File: config.mk
export PLATFORM = sky130hd
export DESIGN_NAME = vga_timing_flat
export DESIGN_NICKNAME = d
export VERILOG_FILES = /design/src/rtl/vga_pkg.sv /design/src/rtl/vga_timing_if.sv /design/src/rtl/vga_timing.sv /design/src/flat_wrapper.sv
export SDC_FILE = /design/constraint.sdc
export NUM_CORES = 1
export LEC_CHECK = 0
export ABC_AREA = 0
export BUFFER_PORTS_ARGS = -buffer_cell sky130_fd_sc_hd__buf_2
export CORE_MARGIN = 2
export CORE_UTILIZATION = 54
export CTS_CLUSTER_DIAMETER = 60
export DETAILED_ROUTE_END_ITERATION = 6
export GPL_TIMING_DRIVEN = 0
export PLACE_DENSITY = 0.78
export SLEW_MARGIN = 40
export SYNTH_ARGS = -nofsm -noshare
export SYNTH_HDL_FRONTEND = slang
export SYNTH_SLANG_ARGS = --single-unit
export TNS_END_PERCENT = 100
File: constraint.sdc
create_clock -name pclk -period 2.4 [get_ports pclk]
set_input_delay 0.6 -clock pclk [delete_from_list [all_inputs] [get_ports pclk]]
set_output_delay 0.6 -clock pclk [all_outputs]
set_load 0.005 [all_outputs]
File: src/rtl/vga_pkg.sv
// Shared 800x600@60 raster constants for the timing generator and the draw stages.
package vga_pkg;
  localparam int VGA_H_ACTIVE = 800;
  localparam int VGA_H_FRONT  = 40;
  localparam int VGA_H_SYNC   = 128;
  localparam int VGA_H_BACK   = 88;
  localparam int VGA_V_ACTIVE = 600;
  localparam int VGA_V_FRONT  = 1;
  localparam int VGA_V_SYNC   = 4;
  localparam int VGA_V_BACK   = 23;
  localparam bit VGA_SYNC_POL = 1'b1;
  localparam int VGA_CW       = 11;

  localparam int VGA_H_TOTAL  = VGA_H_ACTIVE + VGA_H_FRONT + VGA_H_SYNC + VGA_H_BACK;
  localparam int VGA_V_TOTAL  = VGA_V_ACTIVE + VGA_V_FRONT + VGA_V_SYNC + VGA_V_BACK;
  localparam int VGA_HS_START = VGA_H_ACTIVE + VGA_H_FRONT;
  localparam int VGA_HS_END   = VGA_HS_START + VGA_H_SYNC;
  localparam int VGA_VS_START = VGA_V_ACTIVE + VGA_V_FRONT;
  localparam int VGA_VS_END   = VGA_VS_START + VGA_V_SYNC;
endpackage

File: src/rtl/vga_timing_if.sv
// Raster timing bundle: generator drives (master), draw/sync stages consume (slave).
interface vga_timing_if #(parameter int CW = vga_pkg::VGA_CW);
  logic [CW-1:0] hcount;
  logic [CW-1:0] vcount;
  logic          hsync;
  logic          vsync;
  logic          hblnk;
  logic          vblnk;
  logic          frame_tick;

  modport master (output hcount, vcount, hsync, vsync, hblnk, vblnk, frame_tick);
  modport slave  (input  hcount, vcount, hsync, vsync, hblnk, vblnk, frame_tick);
endinterface

File: src/rtl/vga_timing.sv
// Free-running raster counter pair; every output is registered from the next-state
// counts so flags line up with the counts shown in the same cycle.
module vga_timing
  import vga_pkg::*;
#(
  parameter int H_ACTIVE = VGA_H_ACTIVE,
  parameter int H_FRONT  = VGA_H_FRONT,
  parameter int H_SYNC   = VGA_H_SYNC,
  parameter int H_BACK   = VGA_H_BACK,
  parameter int V_ACTIVE = VGA_V_ACTIVE,
  parameter int V_FRONT  = VGA_V_FRONT,
  parameter int V_SYNC   = VGA_V_SYNC,
  parameter int V_BACK   = VGA_V_BACK,
  parameter bit SYNC_POL = VGA_SYNC_POL,
  parameter int CW       = VGA_CW
) (
  input  logic         pclk,
  input  logic         rst,
  vga_timing_if.master vga
);
  localparam int H_TOTAL  = H_ACTIVE + H_FRONT + H_SYNC + H_BACK;
  localparam int V_TOTAL  = V_ACTIVE + V_FRONT + V_SYNC + V_BACK;
  localparam logic [CW-1:0] H_LAST   = CW'(H_TOTAL - 1);
  localparam logic [CW-1:0] V_LAST   = CW'(V_TOTAL - 1);
  localparam logic [CW-1:0] H_ACT    = CW'(H_ACTIVE);
  localparam logic [CW-1:0] V_ACT    = CW'(V_ACTIVE);
  localparam logic [CW-1:0] HS_START = CW'(H_ACTIVE + H_FRONT);
  localparam logic [CW-1:0] HS_END   = CW'(H_ACTIVE + H_FRONT + H_SYNC);
  localparam logic [CW-1:0] VS_START = CW'(V_ACTIVE + V_FRONT);
  localparam logic [CW-1:0] VS_END   = CW'(V_ACTIVE + V_FRONT + V_SYNC);

  if (H_FRONT < 1 || H_SYNC < 1 || H_BACK < 1 ||
      V_FRONT < 1 || V_SYNC < 1 || V_BACK < 1) begin : g_bad_porch
    $error("vga_timing: porch and sync widths must be >= 1");
  end
  if ((64'd1 << CW) < 64'(H_TOTAL) || (64'd1 << CW) < 64'(V_TOTAL)) begin : g_bad_cw
    $error("vga_timing: CW too narrow for H_TOTAL/V_TOTAL");
  end

  logic [CW-1:0] r_hcount, r_vcount;
  logic          r_hsync, r_vsync, r_hblnk, r_vblnk, r_frame_tick;
  logic [CW-1:0] w_hnext, w_vnext;
  logic          w_hwrap, w_vwrap, w_hs_act, w_vs_act;

  always_comb begin
    w_hwrap  = (r_hcount == H_LAST);
    w_vwrap  = (r_vcount == V_LAST);
    w_hnext  = w_hwrap ? '0 : r_hcount + 1'b1;
    w_vnext  = r_vcount;
    if (w_hwrap) w_vnext = w_vwrap ? '0 : r_vcount + 1'b1;
    w_hs_act = (w_hnext >= HS_START) && (w_hnext < HS_END);
    w_vs_act = (w_vnext >= VS_START) && (w_vnext < VS_END);
  end

  // XOR with ~SYNC_POL turns "pulse active" into the pin level for either polarity.
  always_ff @(posedge pclk) begin
    if (rst) begin
      r_hcount     <= '0;
      r_vcount     <= '0;
      r_hblnk      <= 1'b0;
      r_vblnk      <= 1'b0;
      r_frame_tick <= 1'b0;
      r_hsync      <= ~SYNC_POL;
      r_vsync      <= ~SYNC_POL;
    end else begin
      r_hcount     <= w_hnext;
      r_vcount     <= w_vnext;
      r_hblnk      <= (w_hnext >= H_ACT);
      r_vblnk      <= (w_vnext >= V_ACT);
      r_frame_tick <= w_hwrap && w_vwrap;
      r_hsync      <= w_hs_act ^ ~SYNC_POL;
      r_vsync      <= w_vs_act ^ ~SYNC_POL;
    end
  end

  assign vga.hcount     = r_hcount;
  assign vga.vcount     = r_vcount;
  assign vga.hsync      = r_hsync;
  assign vga.vsync      = r_vsync;
  assign vga.hblnk      = r_hblnk;
  assign vga.vblnk      = r_vblnk;
  assign vga.frame_tick = r_frame_tick;
endmodule
File: src/flat_wrapper.sv
// flat-port wrapper written by rule: the top's interface ports become plain ports
module vga_timing_flat import vga_pkg::*;
#(
  parameter int H_ACTIVE = VGA_H_ACTIVE,
  parameter int H_FRONT  = VGA_H_FRONT,
  parameter int H_SYNC   = VGA_H_SYNC,
  parameter int H_BACK   = VGA_H_BACK,
  parameter int V_ACTIVE = VGA_V_ACTIVE,
  parameter int V_FRONT  = VGA_V_FRONT,
  parameter int V_SYNC   = VGA_V_SYNC,
  parameter int V_BACK   = VGA_V_BACK,
  parameter bit SYNC_POL = VGA_SYNC_POL,
  parameter int CW       = VGA_CW
)
  (pclk, rst, vga_hcount, vga_vcount, vga_hsync, vga_vsync, vga_hblnk, vga_vblnk, vga_frame_tick);
  vga_timing_if #(.CW(CW)) vga_i ();
  input  logic pclk;
  input  logic rst;
  output wire logic [$bits(vga_i.hcount)-1:0] vga_hcount;
  output wire logic [$bits(vga_i.vcount)-1:0] vga_vcount;
  output wire logic [$bits(vga_i.hsync)-1:0] vga_hsync;
  output wire logic [$bits(vga_i.vsync)-1:0] vga_vsync;
  output wire logic [$bits(vga_i.hblnk)-1:0] vga_hblnk;
  output wire logic [$bits(vga_i.vblnk)-1:0] vga_vblnk;
  output wire logic [$bits(vga_i.frame_tick)-1:0] vga_frame_tick;
  assign vga_hcount = vga_i.hcount;
  assign vga_vcount = vga_i.vcount;
  assign vga_hsync = vga_i.hsync;
  assign vga_vsync = vga_i.vsync;
  assign vga_hblnk = vga_i.hblnk;
  assign vga_vblnk = vga_i.vblnk;
  assign vga_frame_tick = vga_i.frame_tick;
  vga_timing #(.H_ACTIVE(H_ACTIVE), .H_FRONT(H_FRONT), .H_SYNC(H_SYNC), .H_BACK(H_BACK), .V_ACTIVE(V_ACTIVE), .V_FRONT(V_FRONT), .V_SYNC(V_SYNC), .V_BACK(V_BACK), .SYNC_POL(SYNC_POL), .CW(CW)) u_core (.pclk(pclk), .rst(rst), .vga(vga_i));
endmodule
==> impl_metrics.ini <==
[timing]
fmax_ghz = 0.435
min_period_over_period_pct = 95.8
setup_viol = 0
clock_skew_ps = 4.61
max_slew_margin_pct = 60.1
tightest_slew_ps = 593
drv_slew = 0
hold_viol_final = 0
tns_ps = 0
final.setup.worst_slack_ps = 100
fin_crit_ps = 2300
hold_ws_ps = 497

[clock_network]
clock_path_buffers = 2
h-tree-depth = 1
cts_tree = done
clkLatencyLatePin_ps = 340
numCtsBuffers = 3
cts-root-buf = clkbuf_4
clock_sink_count = 27
clk_pin_slew_ps = 150

[global_route]
grt_pass1_wl_um = 5690
grt_overflow = 0
grt_usage_pct = 22.4
grt_max_degree = 16
grt_pass1_vias = 1302
antenna_found_initial = 0

[synthesis]
syn_avg_cell_area_sq_um = 8.27
ys_ff_latch = 27
synthesis.area_sq_um = 1490
synth.most_common_cell = nor2_1
synthArstFlopShare_pct = 0
synth_top_area_share_pct = 36.3
synthCells = 180
synth_nets = 184
synthTopCellsByArea = dfxtp_1, xnor2_1, nor2_1, xor2_1, nor3_1
yosysWarnings = 0
synth-edff-count = 0
synth.yosys.seq_area_share_pct = 36.3
synthFlopType = dfxtp_1
synth_common_cells = nor2_1, dfxtp_1, xnor2_1, nand2_1, nor3_1
yosysTopAreaCell = dfxtp_1
synth_cell_types = 45

[detailed_routing]
met3_length_um = 137
top_layer_used = met4
drt-met1-wl_um = 1520
drtPass1Iterations = 4
drc = 0
vias_per_cell = 5.82
vias = 1431
drtIter0Drc = 31
wl_met2_um = 1790
ant_nets = 0
wire_per_inst_um = 14.3
drt-total-wl_um = 3520

[placement]
routabilityCongestion = 0.819
hpwl_um = 2590
dp_slack_ps = -12.9
io_buffers = 27
postPlaceCellArea_sq_um = 1660

[layout]
diodes = 0
nets = 220
fill_cells = 250
drive_gt1_share_pct = 27.0
design_area_sq_um = 1740
final_util_pct = 64.8
area_growth_pct = 17.0

[pwr]
pwr-share-comb_pct = 3.5
p_sw_share_pct = 23.3
vdd_drop_max_mv = 0.366
seqPwrFrac_pct = 66.7
p_per_area_nw_per_um2 = 393
p_int_mw = 0.525
power_frac_clock_pct = 29.8
power.switching_mw = 0.160
p_leak_nw = 0.700

[setup_path]
setup.worst_path.end_class = flip-flop
worstSetupStartpointType = flip-flop
cp.arrival_ps = 2550
worst-endpoint-required_ps = 2650
reg2reg_from = u_core.vga.vcount[2]$_SDFF_PP0_
r2r_end = u_core.vga.vblnk$_SDFF_PP0_
reg2regPathDepth = 7
reg2reg_slack_ps = 100
critPathKind = reg2reg
worst-path-max-fanout = 9

[floorplan]
start_util_pct = 55.4
dieWidth_um = 56.5
row_count = 19
die_y_um = 56.5
die_area_sq_um = 3190
io_pins = 29
core_area_sq_um = 2690

[worst_hold_path]
hold_path_end = u_core.vga.hcount[0]$_SDFF_PP0_
holdPathStages = 1
hold_class = reg2reg
hp-start = u_core.vga.hcount[0]$_SDFF_PP0_

[status]
status = finished clean

[run]
maxCapViolCount = 0
what timing repair did:
item                                    in CTS  in global routing
hold buffers                                 0                  0
endpoints found under the setup margin       1                  2
pin swaps                                    1                  1
buffers inserted                             2                  2
resized for setup                            0                  5
cells in the final DEF (no fill, tap or decap), drive strengths merged, types with 3 or more instances in the layout:
master | Yosys | routed
buf | 6 | 37
nor2 | 31 | 31
or4 | 3 | 3
dfxtp | 27 | 27
nor2b | 3 | 3
nor3 | 10 | 10
o21ai | 6 | 6
a21oi | 6 | 6
nand4 | 7 | 7
nand2 | 13 | 13
nand3 | 9 | 9
nor4 | 3 | 3
clkbuf | 4 | 7
xor2 | 6 | 6
inv | 5 | 5
xnor2 | 14 | 14
metal layers:
layer / track usage (%) / vias up
met2: 40.9 / 39
li1: - / 700
met3: 3.23 / 7
met5: 0 / -
met1: 26.1 / 685
met4: 8.16 / 0
flip-flops by register name, indices dropped and copies added (netlist names):
signal                 count
u_core.vga.vsync           1
u_core.vga.hsync           1
u_core.vga.hblnk           1
u_core.vga.frame_tick      1
u_core.vga.vcount         11
u_core.vga.hcount         11
u_core.vga.vblnk           1
area by class of cell:
cell class / instances / area (sq um) / share of cell area [%]
Multi-Input combinational cell: 138 / 896 / 51.4
Sequential cell: 27 / 541 / 31.0
Timing Repair Buffer: 31 / 165 / 9.48
Buffer: 10 / 55.1 / 3.16
Tap cell: 31 / 38.8 / 2.23
Clock buffer: 3 / 22.5 / 1.29
Inverter: 5 / 18.8 / 1.08
Clock inverter: 1 / 5.00 / 0.287
how the worst max path moves through the flow:
stage,from,to,slack (ps),cells past startpoint
floorplan,u_core.vga.hcount[5]$_SDFF_PP0_,u_core.vga.vblnk$_SDFF_PP0_,230,7
global placement,u_core.vga.hcount[0]$_SDFF_PP0_,u_core.vga.vblnk$_SDFF_PP0_,50,7
detailed placement,u_core.vga.hcount[0]$_SDFF_PP0_,u_core.vga.vblnk$_SDFF_PP0_,-10,7
CTS,u_core.vga.vcount[2]$_SDFF_PP0_,u_core.vga.vblnk$_SDFF_PP0_,50,7
global route,u_core.vga.vcount[2]$_SDFF_PP0_,u_core.vga.vsync$_SDFF_PP0_,-7,8
finish,u_core.vga.vcount[2]$_SDFF_PP0_,u_core.vga.vblnk$_SDFF_PP0_,100,7
stage by stage:
stage	std cells	total power, mW
global route	246	0.712
finish	246	0.685
detailed placement	238	0.490
global placement	238	0.489
floorplan	180	0.481
CTS	244	0.688
worst max-delay path, stage by stage, from the launching register on:
cell      delay, ps
dfxtp_1         340
buf_2           170
or4_4           560
nor4b_4         380
nor2_1          120
a211oi_2        250
o21ai_1          90
o311a_1         290
power by group through the flow:
stage	Sequential, mW	Clock, mW	Combinational, mW
6_report	0.457	0.204	0.0237
5_1_grt	0.458	0.226	0.0270
4_1_cts	0.457	0.208	0.0236
3_5_place_dp	0.467	0	0.0237
3_3_place_gp	0.466	0	0.0227
2_1_floorplan	0.466	0	0.0142
cell families (layout without fill, tap and decap cells):
| family | count (synthesis) | in the layout | synth area share [%] |
|---|---|---|---|
| and+or+nand+nor | 95 | 95 | 35.7 |
| DFF | 27 | 27 | 36.3 |
| AOI/OAI and AO/OA | 20 | 20 | 8.82 |
| xor gates and xnor gates | 20 | 20 | 11.8 |
| buffers and inverters | 15 | 50 | 4.96 |
| adders and majority gates | 2 | 2 | 1.68 |
| muxes | 1 | 1 | 0.756 |
No activity file was read; power rests on OpenSTA's default activity.
